## config.mk

```make
export PLATFORM = sky130hd
export DESIGN_NAME = axi_lite_cmd_master
export DESIGN_NICKNAME = d
export VERILOG_FILES = /design/src/rtl/axi_lite_cmd_master.sv
export SDC_FILE = /design/constraint.sdc
export NUM_CORES = 1
export LEC_CHECK = 0
export ABC_AREA = 0
export BUFFER_PORTS_ARGS = -buffer_cell sky130_fd_sc_hd__buf_2
export CAP_MARGIN = 0
export CORE_MARGIN = 2
export CORE_UTILIZATION = 45
export CTS_CLUSTER_DIAMETER = 100
export DETAILED_ROUTE_END_ITERATION = 10
export PLACE_DENSITY = 0.8
export SYNTH_ARGS = -nofsm -noshare
export SYNTH_HDL_FRONTEND = slang
export SYNTH_SLANG_ARGS = --single-unit
```

## constraint.sdc

```tcl
create_clock -name m_axi_aclk -period 2.1 [get_ports m_axi_aclk]
set_input_delay 0.21 -clock m_axi_aclk [delete_from_list [all_inputs] [get_ports m_axi_aclk]]
set_output_delay 0.21 -clock m_axi_aclk [all_outputs]
set_load 0.01 [all_outputs]
```

## src/rtl/axi_lite_cmd_master.sv

```systemverilog
// axi_lite_cmd_master
// Turns a valid/ready command stream into single-beat AXI4-Lite reads and
// writes, one transaction outstanding at a time, and returns each read word
// or write response on a valid/ready response stream.
//
// Ports:
//   m_axi_aclk, m_axi_aresetn      clock, asynchronous active-low reset
//   cmd_valid/ready/write/addr/wdata/wstrb   command stream (ready registered)
//   rsp_valid/ready/rdata/resp/timeout       response stream (fields held)
//   m_axi_aw*, m_axi_w*, m_axi_b*, m_axi_ar*, m_axi_r*   AXI4-Lite master
//
// Optional feature macro: AXI_CMD_TIMEOUT_EN
//   Adds a per-state watchdog; after TIMEOUT_CYCLES clocks stuck in an AXI
//   phase the transaction is abandoned and answered with SLVERR plus
//   rsp_timeout=1. Without it rsp_timeout is tied low and the block waits.
module axi_lite_cmd_master #(
    parameter int unsigned C_M_AXI_ADDR_WIDTH = 16,
    parameter int unsigned C_M_AXI_DATA_WIDTH = 32,
    parameter int unsigned TIMEOUT_CYCLES     = 1024
) (
    input  logic                            m_axi_aclk,
    input  logic                            m_axi_aresetn,

    input  logic                            cmd_valid,
    output logic                            cmd_ready,
    input  logic                            cmd_write,
    input  logic [C_M_AXI_ADDR_WIDTH-1:0]   cmd_addr,
    input  logic [C_M_AXI_DATA_WIDTH-1:0]   cmd_wdata,
    input  logic [C_M_AXI_DATA_WIDTH/8-1:0] cmd_wstrb,

    output logic                            rsp_valid,
    input  logic                            rsp_ready,
    output logic [C_M_AXI_DATA_WIDTH-1:0]   rsp_rdata,
    output logic [1:0]                      rsp_resp,
    output logic                            rsp_timeout,

    output logic [C_M_AXI_ADDR_WIDTH-1:0]   m_axi_awaddr,
    output logic [2:0]                      m_axi_awprot,
    output logic                            m_axi_awvalid,
    input  logic                            m_axi_awready,
    output logic [C_M_AXI_DATA_WIDTH-1:0]   m_axi_wdata,
    output logic [C_M_AXI_DATA_WIDTH/8-1:0] m_axi_wstrb,
    output logic                            m_axi_wvalid,
    input  logic                            m_axi_wready,
    input  logic [1:0]                      m_axi_bresp,
    input  logic                            m_axi_bvalid,
    output logic                            m_axi_bready,
    output logic [C_M_AXI_ADDR_WIDTH-1:0]   m_axi_araddr,
    output logic [2:0]                      m_axi_arprot,
    output logic                            m_axi_arvalid,
    input  logic                            m_axi_arready,
    input  logic [C_M_AXI_DATA_WIDTH-1:0]   m_axi_rdata,
    input  logic [1:0]                      m_axi_rresp,
    input  logic                            m_axi_rvalid,
    output logic                            m_axi_rready
);

    localparam int unsigned AW = C_M_AXI_ADDR_WIDTH;
    localparam int unsigned DW = C_M_AXI_DATA_WIDTH;
    localparam int unsigned SW = C_M_AXI_DATA_WIDTH / 8;

    // Elaboration-time parameter sanity checks
    if (C_M_AXI_DATA_WIDTH != 32) begin : g_dw_check
        $error("axi_lite_cmd_master: only 32-bit data is supported");
    end
    if (TIMEOUT_CYCLES < 1) begin : g_tmo_check
        $error("axi_lite_cmd_master: TIMEOUT_CYCLES must be at least 1");
    end

    typedef enum logic [2:0] {
        S_IDLE    = 3'd0,
        S_WR      = 3'd1,
        S_WR_RESP = 3'd2,
        S_RD_ADDR = 3'd3,
        S_RD_DATA = 3'd4,
        S_RSP     = 3'd5
    } state_t;

    state_t          state_q, state_d;
    logic [AW-1:0]   addr_q, addr_d;
    logic [DW-1:0]   wdata_q, wdata_d;
    logic [SW-1:0]   wstrb_q, wstrb_d;
    logic            cmd_ready_d;
    logic            rsp_valid_d;
    logic [DW-1:0]   rsp_rdata_d;
    logic [1:0]      rsp_resp_d;
    logic            awvalid_d, wvalid_d, bready_d, arvalid_d, rready_d;

`ifdef AXI_CMD_TIMEOUT_EN
    localparam int unsigned TMO_W = $clog2(TIMEOUT_CYCLES + 1);
    logic [TMO_W-1:0] tmo_cnt_q, tmo_cnt_d;
    logic             rsp_timeout_q, rsp_timeout_d;
`endif

    // Captured command drives both address channels and the write payload
    assign m_axi_awaddr = addr_q;
    assign m_axi_araddr = addr_q;
    assign m_axi_wdata  = wdata_q;
    assign m_axi_wstrb  = wstrb_q;
    assign m_axi_awprot = 3'b000;
    assign m_axi_arprot = 3'b000;

    // Next-state and next-output logic
    always_comb begin
        state_d     = state_q;
        addr_d      = addr_q;
        wdata_d     = wdata_q;
        wstrb_d     = wstrb_q;
        cmd_ready_d = cmd_ready;
        rsp_valid_d = rsp_valid;
        rsp_rdata_d = rsp_rdata;
        rsp_resp_d  = rsp_resp;
        awvalid_d   = m_axi_awvalid;
        wvalid_d    = m_axi_wvalid;
        bready_d    = m_axi_bready;
        arvalid_d   = m_axi_arvalid;
        rready_d    = m_axi_rready;
`ifdef AXI_CMD_TIMEOUT_EN
        tmo_cnt_d     = '0;
        rsp_timeout_d = rsp_timeout_q;
`endif

        case (state_q)
            S_IDLE: begin
                cmd_ready_d = 1'b1;
                if (cmd_valid && cmd_ready) begin
                    cmd_ready_d = 1'b0;
                    addr_d      = cmd_addr;
                    wdata_d     = cmd_wdata;
                    wstrb_d     = cmd_wstrb;
                    if (cmd_write) begin
                        state_d   = S_WR;
                        awvalid_d = 1'b1;
                        wvalid_d  = 1'b1;
                    end else begin
                        state_d   = S_RD_ADDR;
                        arvalid_d = 1'b1;
                    end
                end
            end
            S_WR: begin
                // AW and W retire independently; leave once both are gone
                if (m_axi_awvalid && m_axi_awready) awvalid_d = 1'b0;
                if (m_axi_wvalid && m_axi_wready)   wvalid_d  = 1'b0;
                if (!awvalid_d && !wvalid_d) begin
                    state_d  = S_WR_RESP;
                    bready_d = 1'b1;
                end
            end
            S_WR_RESP: begin
                if (m_axi_bvalid) begin
                    state_d     = S_RSP;
                    bready_d    = 1'b0;
                    rsp_valid_d = 1'b1;
                    rsp_resp_d  = m_axi_bresp;
                    rsp_rdata_d = '0;
                end
            end
            S_RD_ADDR: begin
                if (m_axi_arready) begin
                    state_d   = S_RD_DATA;
                    arvalid_d = 1'b0;
                    rready_d  = 1'b1;
                end
            end
            S_RD_DATA: begin
                if (m_axi_rvalid) begin
                    state_d     = S_RSP;
                    rready_d    = 1'b0;
                    rsp_valid_d = 1'b1;
                    rsp_resp_d  = m_axi_rresp;
                    rsp_rdata_d = m_axi_rdata;
                end
            end
            S_RSP: begin
                if (rsp_ready) begin
                    state_d     = S_IDLE;
                    rsp_valid_d = 1'b0;
                    cmd_ready_d = 1'b1;
                end
            end
            default: begin
                state_d     = S_IDLE;
                cmd_ready_d = 1'b0;
                rsp_valid_d = 1'b0;
                awvalid_d   = 1'b0;
                wvalid_d    = 1'b0;
                bready_d    = 1'b0;
                arvalid_d   = 1'b0;
                rready_d    = 1'b0;
            end
        endcase

`ifdef AXI_CMD_TIMEOUT_EN
        // A normal completion clears the timeout flag for the new response
        if (state_d == S_RSP && state_q != S_RSP) rsp_timeout_d = 1'b0;

        // Watchdog: restarts on every state change, fires only if still stuck
        if (state_q inside {S_WR, S_WR_RESP, S_RD_ADDR, S_RD_DATA}) begin
            if (state_d != state_q) begin
                tmo_cnt_d = '0;
            end else if (tmo_cnt_q == TMO_W'(TIMEOUT_CYCLES - 1)) begin
                state_d       = S_RSP;
                awvalid_d     = 1'b0;
                wvalid_d      = 1'b0;
                bready_d      = 1'b0;
                arvalid_d     = 1'b0;
                rready_d      = 1'b0;
                rsp_valid_d   = 1'b1;
                rsp_resp_d    = 2'b10;
                rsp_rdata_d   = '0;
                rsp_timeout_d = 1'b1;
                tmo_cnt_d     = '0;
            end else begin
                tmo_cnt_d = tmo_cnt_q + TMO_W'(1);
            end
        end
`endif
    end

    // State and registered outputs
    always_ff @(posedge m_axi_aclk or negedge m_axi_aresetn) begin
        if (!m_axi_aresetn) begin
            state_q       <= S_IDLE;
            addr_q        <= '0;
            wdata_q       <= '0;
            wstrb_q       <= '0;
            cmd_ready     <= 1'b0;
            rsp_valid     <= 1'b0;
            rsp_rdata     <= '0;
            rsp_resp      <= 2'b00;
            m_axi_awvalid <= 1'b0;
            m_axi_wvalid  <= 1'b0;
            m_axi_bready  <= 1'b0;
            m_axi_arvalid <= 1'b0;
            m_axi_rready  <= 1'b0;
        end else begin
            state_q       <= state_d;
            addr_q        <= addr_d;
            wdata_q       <= wdata_d;
            wstrb_q       <= wstrb_d;
            cmd_ready     <= cmd_ready_d;
            rsp_valid     <= rsp_valid_d;
            rsp_rdata     <= rsp_rdata_d;
            rsp_resp      <= rsp_resp_d;
            m_axi_awvalid <= awvalid_d;
            m_axi_wvalid  <= wvalid_d;
            m_axi_bready  <= bready_d;
            m_axi_arvalid <= arvalid_d;
            m_axi_rready  <= rready_d;
        end
    end

`ifdef AXI_CMD_TIMEOUT_EN
    // Watchdog counter and timeout flag
    always_ff @(posedge m_axi_aclk or negedge m_axi_aresetn) begin
        if (!m_axi_aresetn) begin
            tmo_cnt_q     <= '0;
            rsp_timeout_q <= 1'b0;
        end else begin
            tmo_cnt_q     <= tmo_cnt_d;
            rsp_timeout_q <= rsp_timeout_d;
        end
    end

    assign rsp_timeout = rsp_timeout_q;
`else
    assign rsp_timeout = 1'b0;
`endif

endmodule
```

# Word level (Yosys, flattened, before mapping)
# Index checks and enable logic that the tools add are counted.
# classes
add_sub_neg	0
multipliers	0
div_mod_pow	0
n_lt_le_gt_ge	0
eq_ne	13
shift	0
n_mux	39
bitwise	6
n_reduce_logical	23
# ops
cell	n
32-bit 2-to-1 mux	2
32-bit one-hot mux with 2 select lines	1
4-bit OR reduction	5
1-bit 2-to-1 mux	18
3-bit 2-to-1 mux	6
1-bit one-hot mux with 3 select lines	6
3-bit one-hot mux with 6 select lines	1
2-bit inequality test, second input constant	8
3-bit AND reduction	4
4-bit AND reduction	2
3-bit by 2-bit == test with 1-bit output, second input constant	2
3-bit == test, second input constant	2
2-bit 2-to-1 mux	3
1-bit NOT	6
6-bit AND reduction	1
1-bit logical AND	4
1-bit one-hot mux with 4 select lines	1
2-bit one-hot mux with 2 select lines	1
2-bit AND reduction	2
3-bit by 1-bit == test with 1-bit output, second input constant	1
3-bit zero test	1
3-bit OR reduction	1
1-bit zero test	2
2-bit nonzero test	1
# totals
regBits	96
latch_bits	0
mem_bits_rw	0
romBits	0
n_memories	0

# Logic depth before layout (Yosys ltp)
# Gate-level depths: netlist of the first run.
# logic_depth
word_depth	7
mapped_depth	7
mapped_depth_nobuf	5

# Least setup slack after synthesis of the first run
# Ideal clock, no wire load.
# synth_timing
path_kind	flip-flop to flip-flop
startpoint	register cmd_ready
endpoint	register addr_q[0] (netlist: m_axi_araddr[0])
arrival_ns	1.498
t_required_ns	1.975
slack_ns	0.477
path_stages_with_launch	5
synth_period_minus_slack_ns	1.623
path_cell_list	dfrtp_1 -> nand2_1 -> nor4_4 -> buf_6 -> mux2_2
# synth_between
elab_chain_cells	2
# synth_rtl
item	line_no	text
start: declaration	25	output logic cmd_ready,
start signal: assignment	242	cmd_ready <= cmd_ready_d;
1-bit logical AND	126	if (cmd_valid && cmd_ready) begin
2-bit AND reduction (no line)	-	
end signal: assignment	239	addr_q <= addr_d;
end: declaration	80	logic [AW-1:0] addr_q, addr_d;
# No other way between the ends.
# A chain may end at the register's enable or synchronous reset.

# Worst setup path after layout of the first run
# layout_timing
startpoint	register state_q[0]
endpoint	register state_q[0]
# layout_between
elab_chain_cells	3
word_cells_on_any_way	14
# layout_rtl
item	line_no	text
start: declaration	79	state_t state_q, state_d;
start signal: assignment	238	state_q <= state_d;
3-bit by 2-bit == test with 1-bit output, or another cell as far along	123	case (state_q)
2-bit inequality test (no line)	-	
6-bit AND reduction (no line)	-	
# Several ways; a longest one is shown, not always the timed one.

==> impl_metrics.tcl, run 1 <==
set metrics [dict create \
    start_kind "flop" \
    timing.critical_path.fanout_max 11 \
    path_class "flop to flop" \
    finalMaxSlewViolations 0 \
    regToRegSetupSlack_ns 0.31 \
    antennaDiodeCount 0 \
    postCtsResizedCells 0 \
    hpwl_um 6800 \
    worst_ir_drop_vdd_mv 0.760 \
    floorplan.die.width_um 98.8 \
    route.detailed.wl_per_inst_um 14.9 \
    timing.final.crit_share_pct 85.5 \
    critical_path_arrival_ns 2.03 \
    number_of_fill_cells 740 \
    rows 34 \
    numPortBuffers 206 \
    timing.critical_path.to_type "flop" \
    die_h_um 98.8 \
    routed_via_count 3023 \
    grt_setup_unrepaired "false" \
    worst_clock_skew_ns 0.0128 \
    drt-initial-drc-count 63 \
    cts-root-to-sink-buffers 2 \
    syn_area_per_cell_um2 13.8 \
    fin_tns_setup_ns 0 \
    maximum_level_of_the_cts_h_tree 3 \
    yosys_warnings 0 \
    ratio_of_cells_with_drive_above_1_in_the_final_layout_pct 56.1 \
    cp_data_required_time_ns 2.33 \
    clockRootBuffer "sky130_fd_sc_hd__clkbuf_8" \
    post_synth_num_cell_types 39 \
    cts_tree "yes" \
    area_enclosed_by_the_die_boundary_mm2 0.00976 \
    first_pass_iters 4 \
    status "complete, no violations" \
    number_of_buffers_created_by_cts 9 \
    worstPathCellList "and3b_1 -> a311o_1 -> a21oi_2 -> a2111oi_2 -> o22a_1" \
    antenna_found_initial 0 \
    whs_ns 0.0684 \
    stdcell_count 598 \
    yosys_most_used_dff "sky130_fd_sc_hd__dfrtp_1" \
    placed_cells_incl_taps 581 \
    timing.critical_path.max_delay_family "compound AO/OA/AOI/OAI gates" \
    syn2layout_area_growth_pct 28.4 \
    nets 585 \
    post_synth_design_cell_area_mm2 0.00405 \
    post-cts-setup-buffers 0 \
    cpMaxStageDelayCell "sky130_fd_sc_hd__dfrtp_1" \
    slowest_delay_ns 0.58 \
    largest_net_degree_at_the_start_of_global_routing 58 \
    place_congestion 0.871 \
    clock_insertion_delay_worst_skew_ns 0.35 \
    cts_sinks 96 \
    wire_length_of_the_first_global_routing_pass_um 14200 \
    postCtsHoldBufs 1 \
    viasPerCell 5.06 \
    leakage_nw 2.70 \
    period_minus_ws_final_ns 1.79 \
    wirelength_um 8900 \
    grt-ovfl-total 0 \
    floorplan.io_pins 214 \
    clk_transition_reported_paths_ns 0.10 \
    fmax_mhz 557 \
    synth_enable_flop_cells 0 \
    hold_path.class "primary input to flop" \
    postSynthCellCount 293 \
    start_util_pct 46.4 \
    finalCoreUtilization_pct 59.6 \
    ys_ff_latch 96 \
    final-setup-viol-count 0 \
    postSynth.asyncResetShare_pct 100 \
    vias_in_the_first_global_route 2997 \
    cp.buffers_inverters 0 \
    maxCapViolCount 0 \
    global_router_s_overall_resource_usage_pct 18.0 \
    final_antenna_net_count 0 \
    report.final.hold_viol_count 0 \
    power_density_mw_per_mm2 1510 \
    layout_setup_ws_ns 0.306 \
    pre_cts_slack_ns 0.322 \
    core_mm2 0.00872 \
    drc 0 \
    synth.yosys.seq_area_share_pct 59.4 \
]
==> metal layers <==
metal | global-route usage (%) | share of wire [%] | vias up | wire (um)
li1 | - | - | 1409 | -
met1 | 21.5 | 39 | 1476 | 3490
met2 | 32.8 | 53 | 129 | 4680
met3 | 3.97 | 7.1 | 9 | 632
met4 | 4.53 | 1.1 | 0 | 97
met5 | 0 | 0 | - | 0
==> layout by cell type (no fill, tap or decap), types with 4 or more instances in the layout <==
cell	n
sky130_fd_sc_hd__a21oi_1	4
sky130_fd_sc_hd__dfrtp_1	96
sky130_fd_sc_hd__nor2_1	9
sky130_fd_sc_hd__nand2_1	6
sky130_fd_sc_hd__inv_1	4
sky130_fd_sc_hd__conb_1	7
sky130_fd_sc_hd__nand3_1	4
sky130_fd_sc_hd__buf_2	205
sky130_fd_sc_hd__buf_4	7
sky130_fd_sc_hd__o21ai_0	7
sky130_fd_sc_hd__mux2_2	42
sky130_fd_sc_hd__a22o_1	33
sky130_fd_sc_hd__o31ai_1	4
sky130_fd_sc_hd__mux2_1	10
sky130_fd_sc_hd__clkbuf_8	9
==> cells by family after synthesis <==
kind of cell	synth area share [%]
other	0.0927
DFF	59.4
AOI/OAI and AO/OA	11.7
muxes	15.2
adders and majority gates	0.619
buffers and inverters	8.10
and+or+nand+nor	4.86
==> through the flow <==
stage	power, mW	instance area, um2
2_1_floorplan	5.64	4070
4_1_cts	7.96	5190
3_5_place_dp	6.86	5010
5_1_grt	8.42	5190
6_report	7.85	5190
3_3_place_gp	6.73	5010
==> synth_stat cells, drive strengths merged, types with 2 or more instances <==
cell    instances  share of area [%]
mux2           52                 14
mux2i           3               0.74
nor2b           2               0.31
a21oi           5               0.71
a21o            2               0.37
nor3            2               0.25
nor4            2               0.68
buf            37                7.5
nand2b          3               0.46
nand2           6               0.56
o21ai           9                1.1
ha              2               0.62
and2b           2               0.37
o31ai           4               0.74
nand3           4               0.49
dfrtp          96                 59
clkbuf          3               0.28
inv             4               0.37
nor2            9               0.84
a22o           33                7.1
==> worst reg2reg max path: stages, from the launching register on <==
cell and delay (ns):
sky130_fd_sc_hd__dfrtp_1 0.58, sky130_fd_sc_hd__and3b_1 0.23, sky130_fd_sc_hd__a311o_1 0.33, sky130_fd_sc_hd__a21oi_2 0.25, sky130_fd_sc_hd__a2111oi_2 0.09, sky130_fd_sc_hd__o22a_1 0.22
==> layout make-up <==
| type | instances | area (um2) | area share, % |
|---|---|---|---|
| flip-flops and latches | 96 | 2400 | 46.2 |
| multi-input cells | 159 | 1340 | 25.7 |
| repair buffers | 215 | 1130 | 21.7 |
| well taps | 108 | 135 | 2.60 |
| clock buffers | 9 | 124 | 2.38 |
| clock inverters | 7 | 52.6 | 1.01 |
| inverters | 4 | 15.0 | 0.289 |
==> where the power goes <==
| group | switching [mW] | internal (mW) |
|---|---|---|
| Sequential | 0.532 | 2.74 |
| Combinational | 1.72 | 1.77 |
| Clock | 0.647 | 0.442 |
| Total | 2.90 | 4.95 |
==> worst paths after layout <==
kind / from / endpoint / depth (start not counted)
max reg2reg: state_q[0]$_DFFE_PN0P_ / state_q[0]$_DFFE_PN0P_ / 5
min reg2reg: rsp_resp[1]$_DFFE_PN0P_ / rsp_resp[1]$_DFFE_PN0P_ / 2
min: m_axi_rdata[14] / rsp_rdata[14]$_DFFE_PN0P_ / 2
max: state_q[0]$_DFFE_PN0P_ / state_q[0]$_DFFE_PN0P_ / 5
min in group asynchronous: m_axi_aresetn / m_axi_wdata[24]$_DFFE_PN0P_ / 2
max in group asynchronous: m_axi_aresetn / m_axi_wdata[16]$_DFFE_PN0P_ / 3
==> state kept, by name, indices dropped and copies added (netlist names) <==
| register | cells |
|---|---|
| m_axi_wvalid | 1 |
| m_axi_wdata | 32 |
| m_axi_bready | 1 |
| cmd_ready | 1 |
| m_axi_arvalid | 1 |
| rsp_rdata | 32 |
| m_axi_wstrb | 4 |
| rsp_resp | 2 |
| state_q | 3 |
| rsp_valid | 1 |
| m_axi_araddr | 16 |
| m_axi_awvalid | 1 |
| m_axi_rready | 1 |
(Power assumes the default switching activity.)
==> inputs of run 2 (changes only) <==
- clock period: 2.1 -> 1.8 ns (I/O delays scaled with it)
==> impl_metrics.tcl, run 2 (synthesized netlist as in run 1, its figures left out) <==
set metrics [dict create \
    cts_sinks 96 \
    floorplan.die.width_um 98.8 \
    critical_path_arrival_ns 1.92 \
    fin_tns_setup_ns 0 \
    post-cts-setup-buffers 0 \
    rows 34 \
    cts_tree "yes" \
    drc 0 \
    clockRootBuffer "sky130_fd_sc_hd__clkbuf_8" \
    ratio_of_cells_with_drive_above_1_in_the_final_layout_pct 57.0 \
    status "complete, no violations" \
    route.detailed.wl_per_inst_um 15.0 \
    timing.final.crit_share_pct 93.3 \
    final_antenna_net_count 0 \
    cp.buffers_inverters 1 \
    syn2layout_area_growth_pct 30.1 \
    core_mm2 0.00872 \
    hold_path.class "primary input to flop" \
    clock_insertion_delay_worst_skew_ns 0.36 \
    antenna_found_initial 0 \
    start_util_pct 46.4 \
    maxCapViolCount 0 \
    cp_data_required_time_ns 2.04 \
    number_of_buffers_created_by_cts 9 \
    area_enclosed_by_the_die_boundary_mm2 0.00976 \
    final-setup-viol-count 0 \
    wl_met1_um 3590 \
    antennaDiodeCount 0 \
    placedInstanceArea_mm2 0.00506 \
    worstPathCellList "and2b_2 -> a22oi_1 -> or2_1 -> buf_12 -> a22o_1" \
    timing.critical_path.fanout_max 32 \
    placed_cells_incl_taps 586 \
    stdcell_count 603 \
    finalMaxSlewViolations 0 \
    layout.cells.most_common_list "sky130_fd_sc_hd__buf_2 (205), sky130_fd_sc_hd__dfrtp_1 (96), sky130_fd_sc_hd__mux2_2 (42)" \
    layout.cell_area.non_filler_mm2 0.00526 \
    cpMaxStageDelayCell "sky130_fd_sc_hd__dfrtp_1" \
    wire_length_of_the_first_global_routing_pass_um 14500 \
    layout_commonest_cell "sky130_fd_sc_hd__buf_2" \
    cts-root-to-sink-buffers 2 \
    grt-ovfl-total 0 \
    leakage_nw 2.73 \
    place_congestion 0.817 \
    hpwl_um 6850 \
    floorplan.io_pins 214 \
    wl_met3_um 705 \
    start_kind "flop" \
    numPortBuffers 206 \
    number_of_fill_cells 713 \
    vias_in_the_first_global_route 2970 \
    drt-initial-drc-count 90 \
    clk_transition_reported_paths_ns 0.11 \
    routed_via_count 3046 \
    grt_setup_unrepaired "false" \
    maximum_level_of_the_cts_h_tree 3 \
    worst_clock_skew_ns 0.00769 \
    report.final.hold_viol_count 0 \
    die_h_um 98.8 \
    fmax_mhz 596 \
    period_minus_ws_final_ns 1.68 \
    largest_net_degree_at_the_start_of_global_routing 61 \
    wirelength_um 9060 \
    timing.critical_path.max_delay_family "simple AND/OR/NAND/NOR gates" \
    path_class "flop to flop" \
    met2_length_um 4590 \
    power_density_mw_per_mm2 1780 \
    finalCoreUtilization_pct 60.3 \
    worst_ir_drop_vdd_mv 0.918 \
    nets 590 \
    global_router_s_overall_resource_usage_pct 18.5 \
    viasPerCell 5.05 \
    slowest_delay_ns 0.47 \
    top_signal_layer_used "met4" \
    timing.critical_path.to_type "flop" \
    first_pass_iters 4 \
]
[run 2: cell types whose count changed in the layout (fill, tap and decap cells not counted), moves of 2 or more]
cell,previous run,this run
sky130_fd_sc_hd__clkinv_2,2,0
sky130_fd_sc_hd__inv_8,0,2
sky130_fd_sc_hd__buf_4,7,11
sky130_fd_sc_hd__clkinvlp_4,1,3
[run 2: what timing repair did]
action	CTS	global route
hold buffers	1	0
hold endpoints to repair	73	0
gates resized for setup	0	2
setup endpoints to repair	0	10
[run 2: routing by layer]
metal	vias to the layer above	GRT usage, %
li1	1421	-
met1	1459	23.8
met2	150	31.3
met3	16	3.83
met4	0	6.01
met5	-	0
[run 2: layout make-up]
class	instances	area (um2)	share of cell area [%]
Inverter	4	15.0	0.285
Clock buffer	9	124	2.35
Tap cell	108	135	2.57
Clock inverter	7	62.6	1.19
Sequential cell	96	2400	45.7
Multi-Input combinational cell	159	1340	25.5
Timing Repair Buffer	220	1180	22.4
[run 2: final timing paths]
kind	start	slack, ns	cells past startpoint	endpoint
worst min register to register	m_axi_wdata[2]$_DFFE_PN0P_	0.49	1	m_axi_wdata[2]$_DFFE_PN0P_
worst min-delay path	m_axi_rdata[28]	0.03	2	rsp_rdata[28]$_DFFE_PN0P_
worst max register to register	state_q[2]$_DFFE_PN0P_	0.12	5	rsp_rdata[15]$_DFFE_PN0P_
worst max-delay path	state_q[2]$_DFFE_PN0P_	0.12	5	rsp_rdata[15]$_DFFE_PN0P_
min in group asynchronous	m_axi_aresetn	0.22	2	m_axi_wdata[24]$_DFFE_PN0P_
max in group asynchronous	m_axi_aresetn	1.02	3	m_axi_wdata[16]$_DFFE_PN0P_
[run 2: worst reg2reg max path, cell delays in order (launching register included)]
cell and delay, ns:
sky130_fd_sc_hd__dfrtp_1 0.47, sky130_fd_sc_hd__and2b_2 0.29, sky130_fd_sc_hd__a22oi_1 0.06, sky130_fd_sc_hd__or2_1 0.29, sky130_fd_sc_hd__buf_12 0.20, sky130_fd_sc_hd__a22o_1 0.26
[run 2: per-stage QoR]
| step | total power [mW] | hold WS (ns) | setup slack, ns |
|---|---|---|---|
| 2_1_floorplan | 6.58 | -0.116 | 0.177 |
| 6_report | 9.36 | 0.0299 | 0.121 |
| 3_5_place_dp | 8.13 | 0.0480 | 0.113 |
| 5_1_grt | 10.0 | 0.00609 | 0.0127 |
| 3_3_place_gp | 7.95 | 0.0474 | 0.182 |
| 4_1_cts | 9.49 | 0.0120 | 0.101 |
[run 2: power by group]
part           total (mW)  internal (mW)  switching, mW
sequential           3.80           3.20          0.606
combinational        4.23           2.15           2.08
clock                1.34          0.531          0.804
==> inputs of run 3 (changes only) <==
- BUFFER_PORTS_ARGS: -buffer_cell sky130_fd_sc_hd__buf_2 -> -buffer_cell sky130_fd_sc_hd__clkbuf_2
==> impl_metrics.tcl, run 3 (synthesized netlist as in run 1, its figures left out) <==
set metrics [dict create \
    cts_sinks 96 \
    layout.cell_area.non_filler_mm2 0.00531 \
    start_util_pct 46.4 \
    wirelength_um 9060 \
    clk_transition_reported_paths_ns 0.10 \
    timing.hold.worst.start "cmd_addr[3]" \
    layout_setup_ws_ns 0.142 \
    first_pass_iters 6 \
    holdPathStages 2 \
    endpoint_of_the_worst_hold_timing_path "m_axi_araddr[3]$_DFFE_PN0P_" \
    grt_setup_unrepaired "false" \
    placedInstanceArea_mm2 0.00507 \
    syn2layout_area_growth_pct 31.2 \
    layout.cells.most_common_list "sky130_fd_sc_hd__clkbuf_2 (205), sky130_fd_sc_hd__dfrtp_1 (95), sky130_fd_sc_hd__mux2_2 (42)" \
    leakage_nw 2.77 \
    p_total_mw 9.55 \
    clock_power_share_pct 15.5 \
    hpwl_um 6900 \
    core_mm2 0.00872 \
    grt-ovfl-total 0 \
    finalMaxSlewViolations 0 \
    power_density_mw_per_mm2 1800 \
    regToRegStartpoint "state_q[1]$_DFFE_PN0P_" \
    pre_cts_slack_ns 0.0922 \
    placed_cells_incl_taps 586 \
    cp_data_required_time_ns 2.04 \
    cts_tree "yes" \
    timing.final.crit_share_pct 92.1 \
    routed_via_count 3068 \
    floorplan.die.width_um 98.8 \
    part_of_the_power_in_combinational_logic_pct 44.3 \
    reg2reg_depth 5 \
    clockRootBuffer "sky130_fd_sc_hd__clkbuf_8" \
    start_kind "flop" \
    p_sw_share_pct 37.0 \
    floorplan.io_pins 214 \
    nets 591 \
    place_congestion 0.914 \
    fin_tns_setup_ns 0 \
    stdcell_count 604 \
    finalCoreUtilization_pct 60.8 \
    cts-root-to-sink-buffers 2 \
    worst_ir_drop_vdd_mv 0.992 \
    drc 0 \
    post-cts-setup-buffers 0 \
    status "complete, no violations" \
    power.internal_mw 6.01 \
    number_of_buffers_created_by_cts 9 \
    final-setup-viol-count 0 \
    wire_length_of_the_first_global_routing_pass_um 14500 \
    antennaDiodeCount 0 \
    largest_net_degree_at_the_start_of_global_routing 50 \
    fmax_mhz 603 \
    worst_r2r_endpoint "rsp_rdata[8]$_DFFE_PN0P_" \
    final_antenna_net_count 0 \
    drt-initial-drc-count 87 \
    critical_path_arrival_ns 1.90 \
    numPortBuffers 206 \
    regToRegSetupSlack_ns 0.14 \
    path_class "flop to flop" \
    timing.critical_path.to_type "flop" \
    ratio_of_cells_with_drive_above_1_in_the_final_layout_pct 56.9 \
    layout_commonest_cell "sky130_fd_sc_hd__clkbuf_2" \
    viasPerCell 5.08 \
    whs_ns 0.0351 \
    hold_path.class "primary input to flop" \
    seqPwrFrac_pct 40.2 \
    clock_insertion_delay_worst_skew_ns 0.35 \
    route.detailed.wl_per_inst_um 15.0 \
    worst_clock_skew_ns 0.0132 \
    report.final.hold_viol_count 0 \
    period_minus_ws_final_ns 1.66 \
    maxCapViolCount 0 \
    maximum_level_of_the_cts_h_tree 3 \
    global_router_s_overall_resource_usage_pct 18.5 \
    rows 34 \
    timing.critical_path.fanout_max 32 \
    antenna_found_initial 0 \
    vias_in_the_first_global_route 3043 \
    area_enclosed_by_the_die_boundary_mm2 0.00976 \
    switching_power_mw 3.53 \
    die_h_um 98.8 \
]
[run 3: cell count changes in the layout (fill, tap and decap cells not counted)]
cell                            delta
sky130_fd_sc_hd__clkinvlp_4        -1
sky130_fd_sc_hd__bufinv_16         +1
sky130_fd_sc_hd__buf_12            +1
sky130_fd_sc_hd__buf_2           -205
sky130_fd_sc_hd__and2b_2           -1
sky130_fd_sc_hd__dlygate4sd3_1     +1
sky130_fd_sc_hd__clkbuf_2        +205
sky130_fd_sc_hd__buf_4             -1
sky130_fd_sc_hd__and2b_1           +1
sky130_fd_sc_hd__dfrtp_1           -1
sky130_fd_sc_hd__dfrtp_2           +1
[run 3: repair_timing]
item                                   4_1_cts  5_1_grt
gates resized for setup                      0        2
hold buffers                                 1        1
endpoints found under the hold margin       34        1
setup endpoints to repair                    0        2
[run 3: power by group through the flow]
stage | registers, mW | logic (mW) | clock network (mW)
global placement | 3.82 | 4.17 | 0
floorplan | 4.29 | 2.29 | 0
finish | 3.84 | 4.23 | 1.48
global route | 3.99 | 4.60 | 1.63
detailed placement | 3.89 | 4.28 | 0
CTS | 3.85 | 4.28 | 1.52
[run 3: how the worst max path moves through the flow]
stage                                      start                          end
after global routing      state_q[1]$_DFFE_PN0P_    m_axi_awvalid$_DFFE_PN0P_
after global placement    state_q[1]$_DFFE_PN0P_  m_axi_wdata[31]$_DFFE_PN0P_
after CTS                 state_q[1]$_DFFE_PN0P_    m_axi_awvalid$_DFFE_PN0P_
after floorplan            cmd_ready$_DFFE_PN0P_  m_axi_araddr[0]$_DFFE_PN0P_
after detailed placement  state_q[1]$_DFFE_PN0P_    m_axi_awvalid$_DFFE_PN0P_
final                     state_q[1]$_DFFE_PN0P_     rsp_rdata[8]$_DFFE_PN0P_
[run 3: layer usage]
layer | vias up | track usage (%) | wire length, um
met5 | - | 0 | 0
met4 | 0 | 6.43 | 129
met3 | 13 | 4.26 | 638
met2 | 149 | 32.0 | 4700
met1 | 1485 | 22.8 | 3590
li1 | 1421 | - | -
[run 3: final cells by class]
class | instances | area, um2
inverters | 4 | 15.0
well taps | 108 | 135
fillers | 720 | 3410
clock buffers | 9 | 124
multi-input cells | 159 | 1340
repair buffers | 221 | 1200
flip-flops and latches | 96 | 2400
clock inverters | 7 | 85.1
[run 3: worst max-delay path, cell delays in order (launching register included)]
cell and delay, ns:
sky130_fd_sc_hd__dfrtp_1 0.48, sky130_fd_sc_hd__and2b_1 0.26, sky130_fd_sc_hd__a22oi_1 0.08, sky130_fd_sc_hd__or2_1 0.29, sky130_fd_sc_hd__buf_12 0.20, sky130_fd_sc_hd__a22o_1 0.24
